## src/rtl/ball_motion_sched_pkg.sv

```systemverilog
// Shared definitions for the ball motion scheduler.
//   state_e     : update-pass FSM states
//   slot_t      : per-ball state (position, speed, direction)
//   slot_reset  : reset contents of a given slot index
//   *Default    : default screen geometry and ball radius
package ball_motion_sched_pkg;

  localparam int unsigned ScrWDefault   = 640;
  localparam int unsigned ScrHDefault   = 480;
  localparam int unsigned RadiusDefault = 16;

  typedef enum logic [1:0] {
    StIdle,
    StCalc,
    StCommit,
    StDone
  } state_e;

  typedef struct packed {
    logic [9:0] x;
    logic [9:0] y;
    logic [3:0] sx;
    logic [3:0] sy;
    logic       dx;  // 1 = moving towards larger x
    logic       dy;  // 1 = moving towards larger y
  } slot_t;

  // x = 64 + 128*i, y = 64 + 96*i built from shifts so no multiplier is implied.
  function automatic slot_t slot_reset(input int unsigned i);
    slot_t s;
    s.x  = 10'(64 + (i << 7));
    s.y  = 10'(64 + (i << 6) + (i << 5));
    s.sx = 4'(i + 1);
    s.sy = 4'd2;
    s.dx = 1'b1;
    s.dy = ~i[0];
    return s;
  endfunction

endpackage

```

## src/rtl/ball_motion_sched_axis_step.sv

```systemverilog
// One axis of the shared motion datapath, purely combinational.
//   pos_i/speed_i/dir_i : current slot position, speed and direction
//   limit_i             : upper clamp bound (screen size - 1 - radius)
//   sum_o               : pos +/- speed, 11-bit signed, no wrap
//   sum_i               : previously registered sum to be clamped
//   pos_o/dir_o         : clamped position and possibly reflected direction
module ball_motion_sched_axis_step #(
  parameter int unsigned Radius = 16
) (
  input  logic [9:0]         pos_i,
  input  logic [3:0]         speed_i,
  input  logic               dir_i,
  input  logic [9:0]         limit_i,
  input  logic signed [10:0] sum_i,
  output logic signed [10:0] sum_o,
  output logic [9:0]         pos_o,
  output logic               dir_o
);

  logic signed [10:0] pos_s;
  logic signed [10:0] speed_s;

  always_comb begin
    pos_s   = $signed({1'b0, pos_i});
    speed_s = $signed({7'b0, speed_i});
    sum_o   = dir_i ? (pos_s + speed_s) : (pos_s - speed_s);
  end

  always_comb begin
    pos_o = sum_i[9:0];
    dir_o = dir_i;
    if (sum_i < $signed(11'(Radius))) begin
      pos_o = 10'(Radius);
      dir_o = 1'b1;
    end else if (sum_i > $signed({1'b0, limit_i})) begin
      pos_o = limit_i;
      dir_o = 1'b0;
    end
  end

endmodule

```

## src/rtl/ball_motion_sched.sv

```systemverilog
// Per-frame position update for N_BALLS bouncing balls through one shared
// add/clamp datapath (one axis_step per axis), sequenced by a small FSM.
//   clk, rst_n     : pixel clock, synchronous active-low reset
//   frame_tick_i   : frame-start pulse, starts a pass when idle and not paused
//   pause_i        : suppresses pass starts
//   rd_idx_i       : slot select for the combinational read port
//   rd_x_o/rd_y_o  : centre of the selected slot
//   busy_o         : pass in progress
//   done_o         : one-cycle pulse at end of pass
//   overrun_o      : sticky, frame_tick seen while busy
module ball_motion_sched
  import ball_motion_sched_pkg::*;
#(
  parameter int unsigned N_BALLS = 4,
  parameter int unsigned SCR_W   = ScrWDefault,
  parameter int unsigned SCR_H   = ScrHDefault,
  parameter int unsigned RADIUS  = RadiusDefault
) (
  input  logic                       clk,
  input  logic                       rst_n,
  input  logic                       frame_tick_i,
  input  logic                       pause_i,
  input  logic [$clog2(N_BALLS)-1:0] rd_idx_i,
  output logic [9:0]                 rd_x_o,
  output logic [9:0]                 rd_y_o,
  output logic                       busy_o,
  output logic                       done_o,
  output logic                       overrun_o
);

  localparam int unsigned    IdxW    = $clog2(N_BALLS);
  localparam logic [9:0]     XMax    = 10'(SCR_W - 1 - RADIUS);
  localparam logic [9:0]     YMax    = 10'(SCR_H - 1 - RADIUS);
  localparam logic [IdxW-1:0] LastIdx = IdxW'(N_BALLS - 1);

  state_e             state_q;
  logic [IdxW-1:0]    idx_q;
  logic               busy_q;
  logic               done_q;
  logic               overrun_q;
  slot_t              slot_q [N_BALLS];
  logic signed [10:0] nx_q;
  logic signed [10:0] ny_q;

  slot_t              cur;
  logic signed [10:0] sum_x;
  logic signed [10:0] sum_y;
  logic [9:0]         new_x;
  logic [9:0]         new_y;
  logic               new_dx;
  logic               new_dy;

  assign cur = slot_q[idx_q];

  ball_motion_sched_axis_step #(
    .Radius(RADIUS)
  ) u_step_x (
    .pos_i  (cur.x),
    .speed_i(cur.sx),
    .dir_i  (cur.dx),
    .limit_i(XMax),
    .sum_i  (nx_q),
    .sum_o  (sum_x),
    .pos_o  (new_x),
    .dir_o  (new_dx)
  );

  ball_motion_sched_axis_step #(
    .Radius(RADIUS)
  ) u_step_y (
    .pos_i  (cur.y),
    .speed_i(cur.sy),
    .dir_i  (cur.dy),
    .limit_i(YMax),
    .sum_i  (ny_q),
    .sum_o  (sum_y),
    .pos_o  (new_y),
    .dir_o  (new_dy)
  );

  always_ff @(posedge clk) begin
    if (!rst_n) begin
      state_q   <= StIdle;
      idx_q     <= '0;
      busy_q    <= 1'b0;
      done_q    <= 1'b0;
      overrun_q <= 1'b0;
      nx_q      <= '0;
      ny_q      <= '0;
      for (int unsigned i = 0; i < N_BALLS; i++) begin
        slot_q[i] <= slot_reset(i);
      end
    end else begin
      if (frame_tick_i && busy_q) begin
        overrun_q <= 1'b1;
      end
      unique case (state_q)
        StIdle: begin
          if (frame_tick_i && !pause_i) begin
            state_q <= StCalc;
            idx_q   <= '0;
            busy_q  <= 1'b1;
          end
        end
        StCalc: begin
          nx_q    <= sum_x;
          ny_q    <= sum_y;
          state_q <= StCommit;
        end
        StCommit: begin
          // Both axes commit together; the slot is only visible on the
          // read port as updated from this edge onwards.
          slot_q[idx_q].x  <= new_x;
          slot_q[idx_q].dx <= new_dx;
          slot_q[idx_q].y  <= new_y;
          slot_q[idx_q].dy <= new_dy;
          if (idx_q == LastIdx) begin
            state_q <= StDone;
            done_q  <= 1'b1;
          end else begin
            idx_q   <= idx_q + 1'b1;
            state_q <= StCalc;
          end
        end
        StDone: begin
          state_q <= StIdle;
          busy_q  <= 1'b0;
          done_q  <= 1'b0;
        end
      endcase
    end
  end

  assign rd_x_o    = slot_q[rd_idx_i].x;
  assign rd_y_o    = slot_q[rd_idx_i].y;
  assign busy_o    = busy_q;
  assign done_o    = done_q;
  assign overrun_o = overrun_q;

endmodule

```

## config.mk

```make
export PLATFORM = sky130hd
export DESIGN_NAME = ball_motion_sched
export DESIGN_NICKNAME = d
export VERILOG_FILES = /design/src/rtl/ball_motion_sched_pkg.sv /design/src/rtl/ball_motion_sched_axis_step.sv /design/src/rtl/ball_motion_sched.sv
export SDC_FILE = /design/constraint.sdc
export NUM_CORES = 1
export LEC_CHECK = 0
export ABC_CLOCK_PERIOD_IN_PS = 4300
export CORE_MARGIN = 2
export CORE_UTILIZATION = 55
export CTS_CLUSTER_DIAMETER = 150
export CTS_CLUSTER_SIZE = 24
export DETAILED_ROUTE_END_ITERATION = 10
export GPL_TIMING_DRIVEN = 0
export HOLD_SLACK_MARGIN = 0.12
export PLACE_DENSITY = 0.76
export SYNTH_ARGS = -nofsm -noshare
export SYNTH_HDL_FRONTEND = slang
export SYNTH_SLANG_ARGS = --single-unit
```

## constraint.sdc

```tcl
create_clock -name clk -period 4.3 [get_ports clk]
set_clock_uncertainty 0.15 [all_clocks]
set_input_delay 0.645 -clock clk [delete_from_list [all_inputs] [get_ports clk]]
set_output_delay 0.645 -clock clk [all_outputs]
set_load 0.1 [all_outputs]
```

# Yosys cells after proc, flatten, opt, wreduce, memory -nomap -nowiden
# Memories as Yosys holds them, arrays and structs flattened. A register that Yosys moved wholly into a read port is not among the register bits.
# Cells that the tools add are included.
# Widths: inputs -> output; s select.
word_totals:
  wordCells: 64
  ram_bits: 100
  regBits: 29
  input_bits: 6
  memories: 1
  output_inout_bits: 23
memory_table:
  columns: ["name", "depth", "width", "rd", "rd_ports_with_merged_regs", "write_ports", "line_no", "text"]
  rows:
  - ["slot_q", 4, 25, 2, 1, 4, "ball_motion_sched.sv:41", "slot_t slot_q [N_BALLS];"]
classes:
  add_sub_neg: 5
  n_lt_le_gt_ge: 4
  muxes: 29
  n_reduce_logical: 11
  eq_ne: 7
ops:
  columns: ["operator", "n"]
  rows:
  - ["$mux 10", 4]
  - ["$mux 25", 1]
  - ["$reduce_or 25->1", 1]
  - ["$lt 11x6->1 const B", 2]
  - ["$mux 11", 2]
  - ["$mux 2", 8]
  - ["$add 10x4->11", 1]
  - ["$add 10x4->11 const B", 1]
  - ["$gt 11x10->1 const B", 1]
  - ["$gt 11x11->1 const B", 1]
  - ["$sub 10x4->11", 1]
  - ["$sub 10x4->11 const B", 1]
  - ["$mux 1", 10]
  - ["$pmux 2 s4", 1]
  - ["$eq 2x2->1 const B", 3]
  - ["$ne 2x2->1 const B", 3]
  - ["$reduce_bool 2->1", 3]
  - ["$pmux 1 s2", 2]
  - ["$pmux 2 s2", 1]
  - ["$reduce_and 2->1", 2]
  - ["$reduce_and 3->1", 1]
  - ["$add 2x1->2 const B", 1]
  - ["$eq 2x1->1 const B", 1]
  - ["$logic_and 1x1->1", 2]
  - ["other kinds (2)", 2]

# Depth between registers and ports, before layout
# Gate-level depths: netlist of the first run.
depth:
  ltp_word: 6
  depth_mapped: 17
  depth_no_buf: 14

# Cells and area by module
# A second synthesis of the first run with hierarchy kept.
hier_totals:
  cells_unflattened: 745
  hier_area_um2: 8196.6
modules_own_cells:
  columns: ["mod", "area_each_um2", "cells_each", "seq_area_each_um2", "n_inst"]
  rows:
  - ["ball_motion_sched", 5711.7, 397, 3473.3, 1]
  - ["ball_motion_sched_axis_step", 1242.4, 174, 0.0, 2]

# Worst setup path after synthesis of the first run
# OpenSTA, ideal clock, no wires.
synth_path:
  path_type: "register -> register"
  start: "reg with a tool-made name"
  end: "reg nx_q[8]"
  n_path_buf: 3
  path_slack_ns: -0.063
  period_less_slack_ns: 4.363
  required_time_ns: 4.021
  stages_incl_launch_ff: 17
  arrival_time_ns: 4.084
  setup_ns: 0.129
  cell_sequence: "dfxtp_1 -> buf_6 -> buf_1 -> buf_2 -> nand3b_1 -> o21ai_0 -> inv_1 -> ha_1 -> ha_1 -> mux2_2 -> ha_1 -> nor2b_1 -> o21a_1 -> or3_4 -> a311o_4 -> a2111oi_4 -> a211oi_2"
synth_rtl:
  columns: ["element", "line_no", "text"]
  rows:
  - ["to (signal assigned)", "ball_motion_sched.sv:106", "nx_q <= sum_x;"]
  - ["to (decl)", "ball_motion_sched.sv:42", "logic signed [10:0] nx_q;"]

==> metrics.md, run 1 <==
| Metric | Value |
|---|---|
| Status | finished clean |
| Via count | 4820 |
| Routed WL per cell | 22.3 um |
| DP Cell Count | 719 |
| Dpl cell area | 7030 um2 |
| Hold path depth | 2 |
| Largest net degree at the start of global routing | 23 |
| Most frequent CP cell | ha_1 |
| Worst r2r dst | nx_q[8]$_SDFFE_PN0N_ |
| Worst Tran Pin Value | 1.23 ns |
| RSZ-0062 raised after global routing | no |
| Commonest non-fill, non-tap cell in the layout | edfxtp_1 |
| Crit path required time | 4.45 ns |
| Rows | 39 |
| Total track usage | 27.7% |
| Routed Antenna Nets | 0 |
| Post-synth EDFFs | 95 |
| HP Class | flop to flop |
| Post-CTS Hold Buffers | 0 |
| Final Net Count | 620 |
| CTS Buf Count | 17 |
| First drt pass iteration count | 5 |
| Cells after synthesis | 543 |
| Fin util | 66.2% |
| Hold Slack | 0.311 ns |
| Pwr Density | 418 nW/um2 |
| PortBufs | 25 |
| Clock transition at path regs | 0.05 ns |
| Final worst path period share | 97.1% |
| Commonest non-fill, non-tap cells in the layout | edfxtp_1 (95), nor2_1 (78), nand2_1 (51) |
| Max VDD drop | 0.332 mV |
| Ratio of cells with drive above 1 in the final layout | 13.1% |
| GPL Wtd Cong | 0.912 |
| Max_cap viols | 0 |
| Syn avg cell area | 12.1 um2 |
| Hold_sp | ny_q[0]$_SDFFE_PN0N_ |
| GRT overflow | 0 |
| Mapped cell area | 6570 um2 |
| Setup-failing EPs final | 0 |
| Core area | 11500 um2 |
| Diode count | 0 |
| Startpoint Class | flop |
| Met2 Use GR | 42.2% |
| Cell chain of the critical path | buf_4 > nand2_1 > a21oi_1 > inv_1 > ha_1 > ha_1 > mux2_2 > ha_1 > nor2b_1 > o21a_1 > or3_4 > a311o_4 > a2111oi_4 > a211oi_2 |
| Clk sink count | 126 |
| Hold Vio Cnt, Final | 0 |
| Most utilized layer in the global route result | met2 |
| Fmax | 0.240 GHz |
| Static Leakage | 0.00276 uW |
| Design area | 7620 um2 |
| Longest Clk Path Bufs | 2 |
| Tmin final | 4.17 ns |
| Floorplan die width | 113 um |
| Worst Hold End | ny_q[0]$_SDFFE_PN0N_ |
| CP Max Fanout | 10 |
| Met3 Use GR | 8.46% |
| Final WL | 16700 um |
| Yosys warning total | 0 |
| FF-to-FF path depth | 14 |
| CP peak stage delay | 0.47 ns |
| First-pass GRT wire length | 26100 um |
| Vias in the first global route | 4831 |
| Distinct cell type count after synthesis | 53 |
| Sequential share of the synthesized area | 52.8% |
| I/O pins | 29 |
| Postcts setup bufs | 0 |
| Synth-to-layout area growth | 16.0% |
| Max-slew violations | 0 |
| TritonCTS clock tree | yes |
| Fillers | 819 |
| Die Height | 113 um |
| H-tree Lvls | 4 |
| Asr flop ratio synth | 0% |
| Later-pin clock latency in the skew report | 0.42 ns |
| Main synth FF type | edfxtp_1 |
| Final cell count without fillers | 747 |
| Setup crit end kind | flop |
| Drt initial violations | 470 |
| Initial antenna violation count | 0 |
| GR Util met1 | 37.1% |
| Crit path DAT | 4.33 ns |
| Die area | 12800 um2 |
| HPWL Detailed | 11200 um |
| Root buf cell | clkbuf_16 |
| Slowest-stage cell, CP | dfxtp_2 |
| Reg2Reg Setup Slack | 0.13 ns |
| Number of vias per cell | 6.45 |
| Slew Limit Headroom | 18.1% |
| Initial Util | 57.1% |
| Critical path class | flop to flop |
| Yosys reg bits | 126 |
| DRC viols | 0 |
==> where the power goes <==
group          switching [uW]  internal (uW)
registers                25.6           1350
clock network             499            952
logic                     253            105
==> cell type report <==
type / count / area [um2] / share of cell area [%]
Sequential cell: 126 / 3470 / 45.6
Multi-Input combinational cell: 368 / 2910 / 38.2
Clock buffer: 20 / 437 / 5.73
Timing Repair Buffer: 25 / 250 / 3.28
Tap cell: 143 / 179 / 2.35
Clock inverter: 10 / 146 / 1.92
Buffer: 27 / 121 / 1.59
Inverter: 28 / 105 / 1.38
==> synth_stat cells, drive strengths merged, types with 6 or more instances <==
master / n / share of area (%)
mux4: 43 / 15
nand2: 52 / 3.0
or3: 7 / 0.74
nand3: 15 / 1.1
a211oi: 11 / 1.3
nor3: 11 / 0.91
edfxtp: 95 / 43
buf: 7 / 0.55
a21o: 9 / 1.0
clkbuf: 22 / 1.3
o21bai: 6 / 0.69
dfxtp: 31 / 9.4
inv: 28 / 1.6
ha: 19 / 3.6
nor2: 78 / 4.5
a21oi: 21 / 1.6
o21ai: 20 / 1.5
==> per-layer routing <==
layer	vias to the layer above	wire length, um
met5	-	11
met4	2	535
met3	46	1900
met2	288	7720
met1	2356	6480
li1	2128	-
==> through the flow <==
stage                     setup slack [ns]  power [uW]  TNS (ns)
after floorplan                      0.217        1660         0
after global routing                0.0164        3260         0
after global placement              -0.500        1750     -5.92
after CTS                            0.106        3190         0
final                                0.126        3190         0
after detailed placement            -0.600        1750     -6.28
==> worst max-delay path, delay by kind of cell (launching register included) <==
kind                       cells  cell delay (ns)
AOI/OAI and AO/OA              5             1.34
adders and majority gates      3             0.79
and+or+nand+nor                3             0.64
DFF                            1             0.47
buffers and inverters          2             0.39
muxes                          1             0.26
==> flip-flops by register name (all words and copies together) (netlist names), named ones only <==
name       count
slot_q        95
nx_q          11
ny_q          11
idx_q          2
state_q        2
busy_o         1
done_o         1
overrun_o      1
==> worst max path at each step <==
stage | end | slack (ns)
CTS | nx_q[8]$_SDFFE_PN0N_ | 0.11
finish | nx_q[8]$_SDFFE_PN0N_ | 0.13
global route | nx_q[8]$_SDFFE_PN0N_ | 0.02
detailed placement | nx_q[8]$_SDFFE_PN0N_ | -0.60
floorplan | nx_q[8]$_SDFFE_PN0N_ | 0.22
global placement | nx_q[8]$_SDFFE_PN0N_ | -0.50
==> repair_timing <==
item                                    in CTS  in global routing
gates cloned                                 0                  0
pin swaps                                    0                  0
gates resized for setup                      4                  3
endpoints found under the setup margin       8                 24
==> cell families after synthesis <==
group | after synthesis | synth area share, %
AND/OR/NAND/NOR | 187 | 12.6
flip-flops | 126 | 52.8
AO/OA/AOI/OAI | 95 | 10.0
buffers and inverters | 57 | 3.41
multiplexers | 46 | 15.5
adder cells (fa/ha/maj) | 23 | 4.53
XOR/XNOR | 7 | 0.933
other | 2 | 0.114
No activity file was read; power rests on OpenSTA's default activity.
==> run 2: changes to the inputs <==
--- a/config.mk
+++ b/config.mk
@@ -11,7 +11,7 @@
 export CTS_CLUSTER_DIAMETER = 150
 export CTS_CLUSTER_SIZE = 24
 export DETAILED_ROUTE_END_ITERATION = 10
-export GPL_TIMING_DRIVEN = 0
+export GPL_TIMING_DRIVEN = 1
 export HOLD_SLACK_MARGIN = 0.12
 export PLACE_DENSITY = 0.76
 export SYNTH_ARGS = -nofsm -noshare
==> constraint.sdc (replaced) <==
create_clock -name clk -period 4.3 [get_ports clk]
set_clock_uncertainty 0.15 [all_clocks]
set_input_delay 0.645 -clock clk [delete_from_list [all_inputs] [get_ports clk]]
set_output_delay 0.645 -clock clk [all_outputs]
set_load 0.01 [all_outputs]
==> run 2 against run 1 <==
Effect of this change: register-to-register slack better by 0.25 ns; critical path depth is 3 lower; fmax is 6.3% higher; clock power hardly changed; sequential share of layout area is 0.42 points lower; final area is 0.90% higher; die area stayed put; flip-flop and latch count stayed put; via count is 2.1% lower; clock-buffer cell count is 3 lower; first-iteration DRC count is 4.7% lower; largest cell class unchanged; largest power group unchanged; highest routed layer is now met4.
==> metrics.md, run 2 (synthesized netlist as in run 1, its figures left out) <==
| Metric | Value |
|---|---|
| Drt initial violations | 448 (-4.7%) |
| Commonest non-fill, non-tap cell in the layout | edfxtp_1 |
| Status | finished clean |
| H-tree Lvls | 4 (unchanged) |
| Total negative slack | 0 ns (unchanged) |
| Switching Fraction | 23.1% (-1.3 points) |
| Die Height | 113 um (unchanged) |
| DP Cell Count | 711 (-1.1%) |
| Met2 Use GR | 43.3% (+1.1 points) |
| Initial antenna violation count | 0 (unchanged) |
| Startpoint Class | flop |
| Largest register FFs | 95 (unchanged) |
| HPWL Detailed | 10900 um (-2.8%) |
| Setup-failing EPs final | 0 (unchanged) |
| Via count | 4720 (-2.1%) |
| Crit path required time | 4.46 ns (about the same) |
| Vias in the first global route | 4713 (-2.4%) |
| TritonCTS clock tree | yes |
| Fmax | 0.255 GHz (+6.3%) |
| PortBufs | 28 (+12%) |
| CTS Buf Count | 17 (unchanged) |
| RSZ-0062 raised after global routing | no |
| Clk pwr share | 47.1% (+1.6 points) |
| First-pass GRT wire length | 25600 um (-1.9%) |
| Total track usage | 27.0% (-0.74 points) |
| Max_cap viols | 0 (unchanged) |
| Rows | 39 (unchanged) |
| Longest Clk Path Bufs | 2 (unchanged) |
| Cell chain of the critical path | mux4_1 > inv_1 > ha_1 > mux2_2 > ha_1 > nor2b_1 > o21a_1 > or3_4 > a311o_4 > a2111oi_4 > a211oi_2 |
| Final Net Count | 614 (-0.97%) |
| Combinational Power Share | 8.2% (-3.1 points) |
| Crit path DAT | 4.08 ns (-0.25 ns) |
| Worst Tran Pin Value | 0.926 ns (-0.299 ns) |
| Setup crit end kind | flop |
| Diode count | 0 (unchanged) |
| Met3 Use GR | 7.02% (-1.4 points) |
| Final WL | 16300 um (-2.0%) |
| Ratio of cells with drive above 1 in the final layout | 16.5% (+3.4 points) |
| Max VDD drop | 0.380 mV (+14%) |
| Routed Antenna Nets | 0 (unchanged) |
| GPL Wtd Cong | 0.864 (-5.3%) |
| Final worst path period share | 91.3% (-5.7 points) |
| Final cell count without fillers | 743 (-0.54%) |
| Number of vias per cell | 6.35 (-1.5%) |
| Register area | 3470 um2 (about the same) |
| I/O pins | 29 (unchanged) |
| Postcts setup bufs | 0 (unchanged) |
| Tmin final | 3.93 ns (-0.247 ns) |
| CTS resizes | 0 (-4) |
| Slowest-stage cell, CP | mux4_1 |
| Floorplan die width | 113 um (unchanged) |
| Later-pin clock latency in the skew report | 0.43 ns (about the same) |
| Max-slew violations | 0 (unchanged) |
| Commonest non-fill, non-tap cells in the layout | edfxtp_1 (95), nor2_1 (78), nand2_1 (52) |
| Most frequent CP cell | ha_1 |
| Fillers | 833 (+1.7%) |
| Root buf cell | clkbuf_16 |
| Slew Limit Headroom | 38.1% (+20 points) |
| Static Leakage | 0.00283 uW (+2.5%) |
| Routed WL per cell | 22.0 um (-1.4%) |
| Multi-input logic area | 2910 um2 (unchanged) |
| First drt pass iteration count | 5 (unchanged) |
| Cell internal pwr | 2370 uW (-1.6%) |
| Die area | 12800 um2 (unchanged) |
| Pwr Density | 400 nW/um2 (-4.2%) |
| Synth-to-layout area growth | 17.0% |
| Clock transition at path regs | 0.06 ns (about the same) |
| CP peak stage delay | 0.63 ns (+0.16 ns) |
| Core area | 11500 um2 (unchanged) |
| Most utilized layer in the global route result | met2 |
| Post-CTS Hold Buffers | 0 (unchanged) |
| Critical path class | flop to flop |
| DRC viols | 0 (unchanged) |
| CP Max Fanout | 6 (-4) |
| Largest net degree at the start of global routing | 30 (+30%) |
| GR Util met1 | 35.1% (-2.0 points) |
| Part of the power in registers | 44.7% (+1.5 points) |
| Hold Slack | 0.314 ns (+0.00367 ns) |
| HP Class | flop to flop |
| Top reg by flops | slot_q |
| Initial Util | 57.1% (unchanged) |
| Clk sink count | 126 (unchanged) |
| Top flop regs | slot_q: 95 flops, nx_q: 11 flops, ny_q: 11 flops |
| Hold Vio Cnt, Final | 0 (unchanged) |
| Switch Pwr | 710 uW (-8.6%) |
| GRT overflow | 0 (unchanged) |
-- run 2: cell types whose count changed in the layout (fill, tap and decap cells not counted), sizes merged --
cell,delta
clkbuf,-23
buf,+11
clkinv,+5
clkdlybuf4s50,+3
bufinv,-1
inv,+1
-- run 2: metrics by stage --
step           area (um2)  util, %  total power [uW]  setup slack, ns
6_report             7690     66.8              3080            0.373
5_1_grt              7690     66.8              3160            0.216
4_1_cts              7690     66.8              3080            0.387
3_5_place_dp         7090     61.6              1650            0.398
3_3_place_gp         7090     61.6              1640            0.544
2_1_floorplan        6600        -              1550            0.217
-- run 2: power by group through the flow --
stage	clock network (uW)	logic (uW)	registers [uW]
after floorplan	0	160	1390
after global routing	1510	272	1380
after detailed placement	0	247	1400
final	1450	251	1380
after CTS	1450	251	1380
after global placement	0	244	1400
-- run 2: final timing paths --
path,start,to,slack [ns],cells past startpoint
worst max-delay path,flop,nx_q[8]$_SDFFE_PN0N_,0.37,11
worst min-delay path,overrun_o$_SDFFE_PN0P_,overrun_o$_SDFFE_PN0P_,0.31,2
worst max register to register,flop,nx_q[8]$_SDFFE_PN0N_,0.37,11
worst min register to register,overrun_o$_SDFFE_PN0P_,overrun_o$_SDFFE_PN0P_,0.31,2
-- run 2: area by class of cell --
class                      count  area share [%]
tap                          143            2.33
clock inverter                15            2.23
inverter                      28            1.37
sequential                   126            45.2
timing repair buffer          46            5.56
clock buffer                  17            5.53
multi-input combinational    368            37.8
-- run 2: layer usage --
layer | share of wire (%) | up-vias
met1 | 40 | 2355
met2 | 49 | 207
met5 | 0 | -
met4 | 2.6 | 0
met3 | 8.9 | 34
li1 | - | 2124
-- run 2: worst max-delay path, delay by kind of cell, from the launching register on --
kind            cells  cell delay, ns
mux                 2            0.90
buf+inv             1            0.11
flops               1            0.46
fa+ha+maj           2            0.57
simple gates        2            0.51
compound gates      4            1.08
